### src/rtl/uart_tx_fifo.sv
// UART transmitter with a byte FIFO: queues CPU writes and serialises them 8N1, LSB first.
// Define UART_TX_PARITY_EN to add an even-parity bit, giving 8E1 frames.
module uart_tx_fifo #(
    parameter int unsigned CLKS_PER_BIT = 234,
    parameter int unsigned FIFO_DEPTH   = 8,
    parameter int unsigned PTR_W        = 3
) (
    input  logic             clk,
    input  logic             rst,
    input  logic             wr_en,
    input  logic [7:0]       wr_data,
    input  logic             ovf_clr,
    output logic             full,
    output logic             empty,
    output logic             busy,
    output logic [PTR_W:0]   level,
    output logic             ovf,
    output logic             TX
);

    localparam int unsigned     CNT_W    = (CLKS_PER_BIT > 2) ? $clog2(CLKS_PER_BIT) : 1;
    localparam logic [CNT_W-1:0] CNT_LAST = CNT_W'(CLKS_PER_BIT - 1);
    localparam logic [PTR_W:0]   LVL_FULL = (PTR_W + 1)'(FIFO_DEPTH);

`ifdef UART_TX_PARITY_EN
    typedef enum logic [2:0] {IDLE, START, DATA, PARITY, STOP} state_t;
`else
    typedef enum logic [2:0] {IDLE, START, DATA, STOP} state_t;
`endif

    logic [7:0]       mem_q [FIFO_DEPTH];
    logic [PTR_W-1:0] wr_ptr_q, wr_ptr_d;
    logic [PTR_W-1:0] rd_ptr_q, rd_ptr_d;
    logic [PTR_W:0]   level_q, level_d;
    logic             full_q, full_d;
    logic             empty_q, empty_d;
    logic             ovf_q, ovf_d;

    state_t           state_q;
    logic [CNT_W-1:0] cnt_q;
    logic [2:0]       bit_idx_q;
    logic [7:0]       shift_q;
    logic             tx_q;
    logic             busy_q;
`ifdef UART_TX_PARITY_EN
    logic             parity_q;
`endif

    logic             push;
    logic             pop;
    logic             baud_end;
    logic [7:0]       head;

    assign head     = mem_q[rd_ptr_q];
    assign baud_end = (cnt_q == CNT_LAST);

    // The FSM consumes the head only when leaving IDLE or at the end of a stop bit.
    always_comb begin
        pop = 1'b0;
        if (!empty_q) begin
            if (state_q == IDLE)
                pop = 1'b1;
            else if (state_q == STOP && baud_end)
                pop = 1'b1;
        end
    end

    always_comb begin
        push     = wr_en && !full_q;
        wr_ptr_d = push ? wr_ptr_q + PTR_W'(1) : wr_ptr_q;
        rd_ptr_d = pop  ? rd_ptr_q + PTR_W'(1) : rd_ptr_q;
        level_d  = level_q;
        if (push && !pop)
            level_d = level_q + (PTR_W + 1)'(1);
        else if (!push && pop)
            level_d = level_q - (PTR_W + 1)'(1);
        full_d  = (level_d == LVL_FULL);
        empty_d = (level_d == '0);
        ovf_d   = ovf_q;
        if (ovf_clr)
            ovf_d = 1'b0;
        if (wr_en && full_q)
            ovf_d = 1'b1;
    end

    always_ff @(posedge clk) begin
        if (rst) begin
            wr_ptr_q <= '0;
            rd_ptr_q <= '0;
            level_q  <= '0;
            full_q   <= 1'b0;
            empty_q  <= 1'b1;
            ovf_q    <= 1'b0;
        end else begin
            wr_ptr_q <= wr_ptr_d;
            rd_ptr_q <= rd_ptr_d;
            level_q  <= level_d;
            full_q   <= full_d;
            empty_q  <= empty_d;
            ovf_q    <= ovf_d;
        end
    end

    always_ff @(posedge clk) begin
        if (push)
            mem_q[wr_ptr_q] <= wr_data;
    end

    always_ff @(posedge clk) begin
        if (rst) begin
            state_q   <= IDLE;
            cnt_q     <= '0;
            bit_idx_q <= '0;
            shift_q   <= '0;
            tx_q      <= 1'b1;
            busy_q    <= 1'b0;
`ifdef UART_TX_PARITY_EN
            parity_q  <= 1'b0;
`endif
        end else begin
            case (state_q)
                IDLE: begin
                    tx_q <= 1'b1;
                    if (pop) begin
                        state_q  <= START;
                        shift_q  <= head;
                        cnt_q    <= '0;
                        tx_q     <= 1'b0;
                        busy_q   <= 1'b1;
`ifdef UART_TX_PARITY_EN
                        parity_q <= ^head;
`endif
                    end
                end
                START: begin
                    if (baud_end) begin
                        state_q   <= DATA;
                        cnt_q     <= '0;
                        bit_idx_q <= '0;
                        tx_q      <= shift_q[0];
                    end else begin
                        cnt_q <= cnt_q + CNT_W'(1);
                    end
                end
                DATA: begin
                    if (baud_end) begin
                        cnt_q <= '0;
                        if (bit_idx_q == 3'd7) begin
`ifdef UART_TX_PARITY_EN
                            state_q <= PARITY;
                            tx_q    <= parity_q;
`else
                            state_q <= STOP;
                            tx_q    <= 1'b1;
`endif
                        end else begin
                            bit_idx_q <= bit_idx_q + 3'd1;
                            shift_q   <= shift_q >> 1;
                            tx_q      <= shift_q[1];
                        end
                    end else begin
                        cnt_q <= cnt_q + CNT_W'(1);
                    end
                end
`ifdef UART_TX_PARITY_EN
                PARITY: begin
                    if (baud_end) begin
                        state_q <= STOP;
                        cnt_q   <= '0;
                        tx_q    <= 1'b1;
                    end else begin
                        cnt_q <= cnt_q + CNT_W'(1);
                    end
                end
`endif
                STOP: begin
                    if (baud_end) begin
                        cnt_q <= '0;
                        // Chain straight into the next start bit when more data is queued.
                        if (pop) begin
                            state_q  <= START;
                            shift_q  <= head;
                            tx_q     <= 1'b0;
`ifdef UART_TX_PARITY_EN
                            parity_q <= ^head;
`endif
                        end else begin
                            state_q <= IDLE;
                            tx_q    <= 1'b1;
                            busy_q  <= 1'b0;
                        end
                    end else begin
                        cnt_q <= cnt_q + CNT_W'(1);
                    end
                end
                default: begin
                    state_q <= IDLE;
                    tx_q    <= 1'b1;
                    busy_q  <= 1'b0;
                end
            endcase
        end
    end

    assign full  = full_q;
    assign empty = empty_q;
    assign busy  = busy_q;
    assign level = level_q;
    assign ovf   = ovf_q;
    assign TX    = tx_q;

endmodule

### config.mk
export PLATFORM = sky130hd
export DESIGN_NAME = uart_tx_fifo
export DESIGN_NICKNAME = d
export VERILOG_FILES = /design/src/rtl/uart_tx_fifo.sv
export SDC_FILE = /design/constraint.sdc
export NUM_CORES = 1
export LEC_CHECK = 0
export CAP_MARGIN = 0
export CORE_MARGIN = 3
export CORE_UTILIZATION = 54
export CTS_CLUSTER_SIZE = 28
export DETAILED_ROUTE_END_ITERATION = 10
export GPL_TIMING_DRIVEN = 0
export PLACE_DENSITY = 0.86
export SETUP_SLACK_MARGIN = 0.02
export SLEW_MARGIN = 20
export SYNTH_ARGS = -nofsm -noshare
export SYNTH_HDL_FRONTEND = slang
export SYNTH_SLANG_ARGS = --single-unit
### constraint.sdc
create_clock -name clk -period 2.3 [get_ports clk]
set_input_delay 0.69 -clock clk [delete_from_list [all_inputs] [get_ports clk]]
set_output_delay 0.69 -clock clk [all_outputs]
set_load 0.05 [all_outputs]
==> metrics.txt <==
reg-to-reg startpoint=level[0]$_SDFF_PP0_; hold_buf cts=0; grt met3 use=approximately 4.7%; dpl hpwl=approximately 5.7 mm; Tcrit/Tclk final=approximately 96%; CP required=1610 ps; fin crit period=around 2200 ps; worst-skew pair later-pin latency=roughly 380 ps; die area=around 0.0095 mm2; chip width=97.5 um; Worst-Margin Slew=roughly 610 ps; initial drt markers=between 100 and 150; gr busiest metal=met2; initial antenna violation count=0; RSZ-0062 raised after global routing=true; Syn Nets=372; Placed Cells=between 400 and 500; IO Pins=21; most frequent cells in the layout=64 x edfxtp_1, 39 x dfxtp_1, 37 x nor2_1, 27 x nand2_1, 20 x mux2i_1; DRT antenna net count=0; clock sinks=a little over 100; post-place setup slack=-671 ps; starting density of the core=57.1%; fin util=about 66%; WP buf/inv=1; Port Buffer Count=19; WL final=between 8 and 9 mm; register-to-register setup slack=approximately 180 ps; Clock Tree Buf Depth=2; Max Cap Violations=0; max incr delay on CP=roughly 800 ps; type of the most critical hold path=reg2reg; Layout area overhead=14.8%; status=finished, final reports clean; Layout Cells excl Fill=490; vias=between 2000 and 3000; DR vias/cell=5.81; worst-path maximum fanout=2; top cell type's share of synthesized area=42.5%; routing usage on met1=a little over a fifth; first-pass GRT wire length=13.6 mm; Worst VDD drop=0.691 mV; Area contributors post-synth=edfxtp_1 42%, dfxtp_1 17%, mux4_2 8.0%; placed instance area=just under 0.005 mm2; endpoints failing setup=0; die height=a little under 100 um; most common cell after layout, fill and taps aside=edfxtp_1; Final nets=between 400 and 500; slowest stage cell, crit path=clkdlybuf4s50_1; synthesized instance count=347; Hold Crit Depth=2; root buf cell=clkbuf_8; Ant. Diodes=0; R2R cell count=8; Seq cells post-synth=between 100 and 150; critical path endpoint category=output pin; CTS Buf Count=9; leakage power=1.76 nW; CP delay by family, top=buffers and inverters; Worst slew margin=59.3%; clk_skew=between 10 and 15 ps; FP Rows=32; Final Max Tran Viols=0; CP Cell Sequence=clkdlybuf4s50_1; core outline area=between 0.007 and 0.008 mm2; min-delay src=ovf$_SDFFE_PP0P_; Final Cell Area=0.00519 mm2; Main synth FF type=edfxtp_1; Clock H-tree levels=3; final worst slack=between 80 and 90 ps; Yosys warnings=0; Post-synth EDFFs=between 60 and 70; crit path kind=reg2out; fmax=about 450 MHz; WP data arrival=1530 ps; met2 GRT Util=between 30% and 40%; Total Routing Usage GR=a little under a fifth; mapped cell area=about 0.0045 mm2; Yosys top cell by area=edfxtp_1; Syn Area/Cell=13.0 um2; Min-Delay Endpoint=ovf$_SDFFE_PP0P_; post-synthesis sequential area ratio=approximately three fifths; layout cells sized above 1=between 15 and 20%; GP Congestion=0.883; GRT overflow=0; PwrDens=between 1000 and 1500 mW/mm2; worst flop-to-flop path endpoint=full$_SDFF_PP0_; Hold Fails Final Rpt=0; number of remaining DRC errors=0; largest net degree at the start of global routing=24; drt wl/cell=around 18 um; ys async rst share=0%; Synth cell types=50; vias in the first global route=between 2000 and 3000; CTS tree=built; Startpoint Class=flop; 1st-pass router iterations=4; clock-pin slew on the worst setup and hold paths=between 100 and 150 ps
==> per-stage QoR <==
step	total power [mW]	hold slack, ps	setup TNS, ps
2_1_floorplan	3.96	454	0
3_3_place_gp	4.35	453	-50160
3_5_place_dp	4.43	474	-30830
4_1_cts	5.61	491	-1120
5_1_grt	5.91	522	-325
6_report	5.63	486	0
==> logic make-up after synthesis <==
group	share of synthesized area [%]
and+or+nand+nor	11.6
DFF	59.7
AOI/OAI and AO/OA	8.57
muxes	12.4
buffers and inverters	2.57
adders and majority gates	3.60
xor gates and xnor gates	1.55
==> synthesized netlist by cell type, drive strengths merged, types with 2 or more instances <==
library cell / n
dfxtp: 39
nor2b: 2
nor4: 2
a21oi: 13
nor3: 9
a22oi: 3
nor2: 42
mux2i: 20
ha: 13
a311oi: 3
inv: 10
and3: 3
nor4b: 2
nor3b: 3
a2111oi: 2
buf: 10
nand2: 28
clkbuf: 6
a211oi: 4
xor2: 3
xnor2: 5
a41oi: 2
nand3: 3
nand2b: 6
o21ai: 21
mux4: 16
a31oi: 2
edfxtp: 64
==> layer usage <==
layer	vias up	wire, um
met1	1415	3680
met2	65	4610
met5	-	0
met4	0	119
li1	1357	-
met3	12	390
==> registers in the layout (all words and copies together), names as in the netlist, named ones only <==
signal	count
TX	1
bit_idx_q	3
busy	1
cnt_q	8
empty	1
full	1
level	4
mem_q	64
ovf	1
rd_ptr_q	3
shift_q	8
state_q	2
wr_ptr_q	3
==> worst max path at each step <==
| stage | start | to | depth (start not counted) |
|---|---|---|---|
| floorplan | level[0]$_SDFF_PP0_ | full$_SDFF_PP0_ | 8 |
| global placement | wr_en | mem_q[0][6]$_DFFE_PP_ | 4 |
| detailed placement | wr_en | mem_q[5][4]$_DFFE_PP_ | 5 |
| CTS | wr_en | mem_q[7][0]$_DFFE_PP_ | 5 |
| global route | wr_en | mem_q[4][2]$_DFFE_PP_ | 6 |
| finish | busy$_SDFFE_PP0P_ | busy | 1 |
==> layout make-up <==
type | count | area [um2]
fill | 579 | 2730
sequential | 103 | 2700
multi-input combinational | 218 | 1790
timing repair buffer | 25 | 241
tap | 102 | 128
clock buffer | 9 | 124
clock inverter | 7 | 91.3
buffer | 16 | 78.8
inverter | 10 | 37.5
==> report_power, final <==
group	internal, mW	switching [mW]	leakage (nW)
Combinational	0.853	1.20	0.748
Sequential	2.17	0.178	0.899
Clock	0.459	0.765	0.109
==> what timing repair did <==
action                                  4_1_cts  5_1_grt
resized for setup                            11        8
pin swaps                                     0        2
buffers inserted                              1        3
endpoints found under the setup margin       50       55
Power figures use the tool's default switching activity.
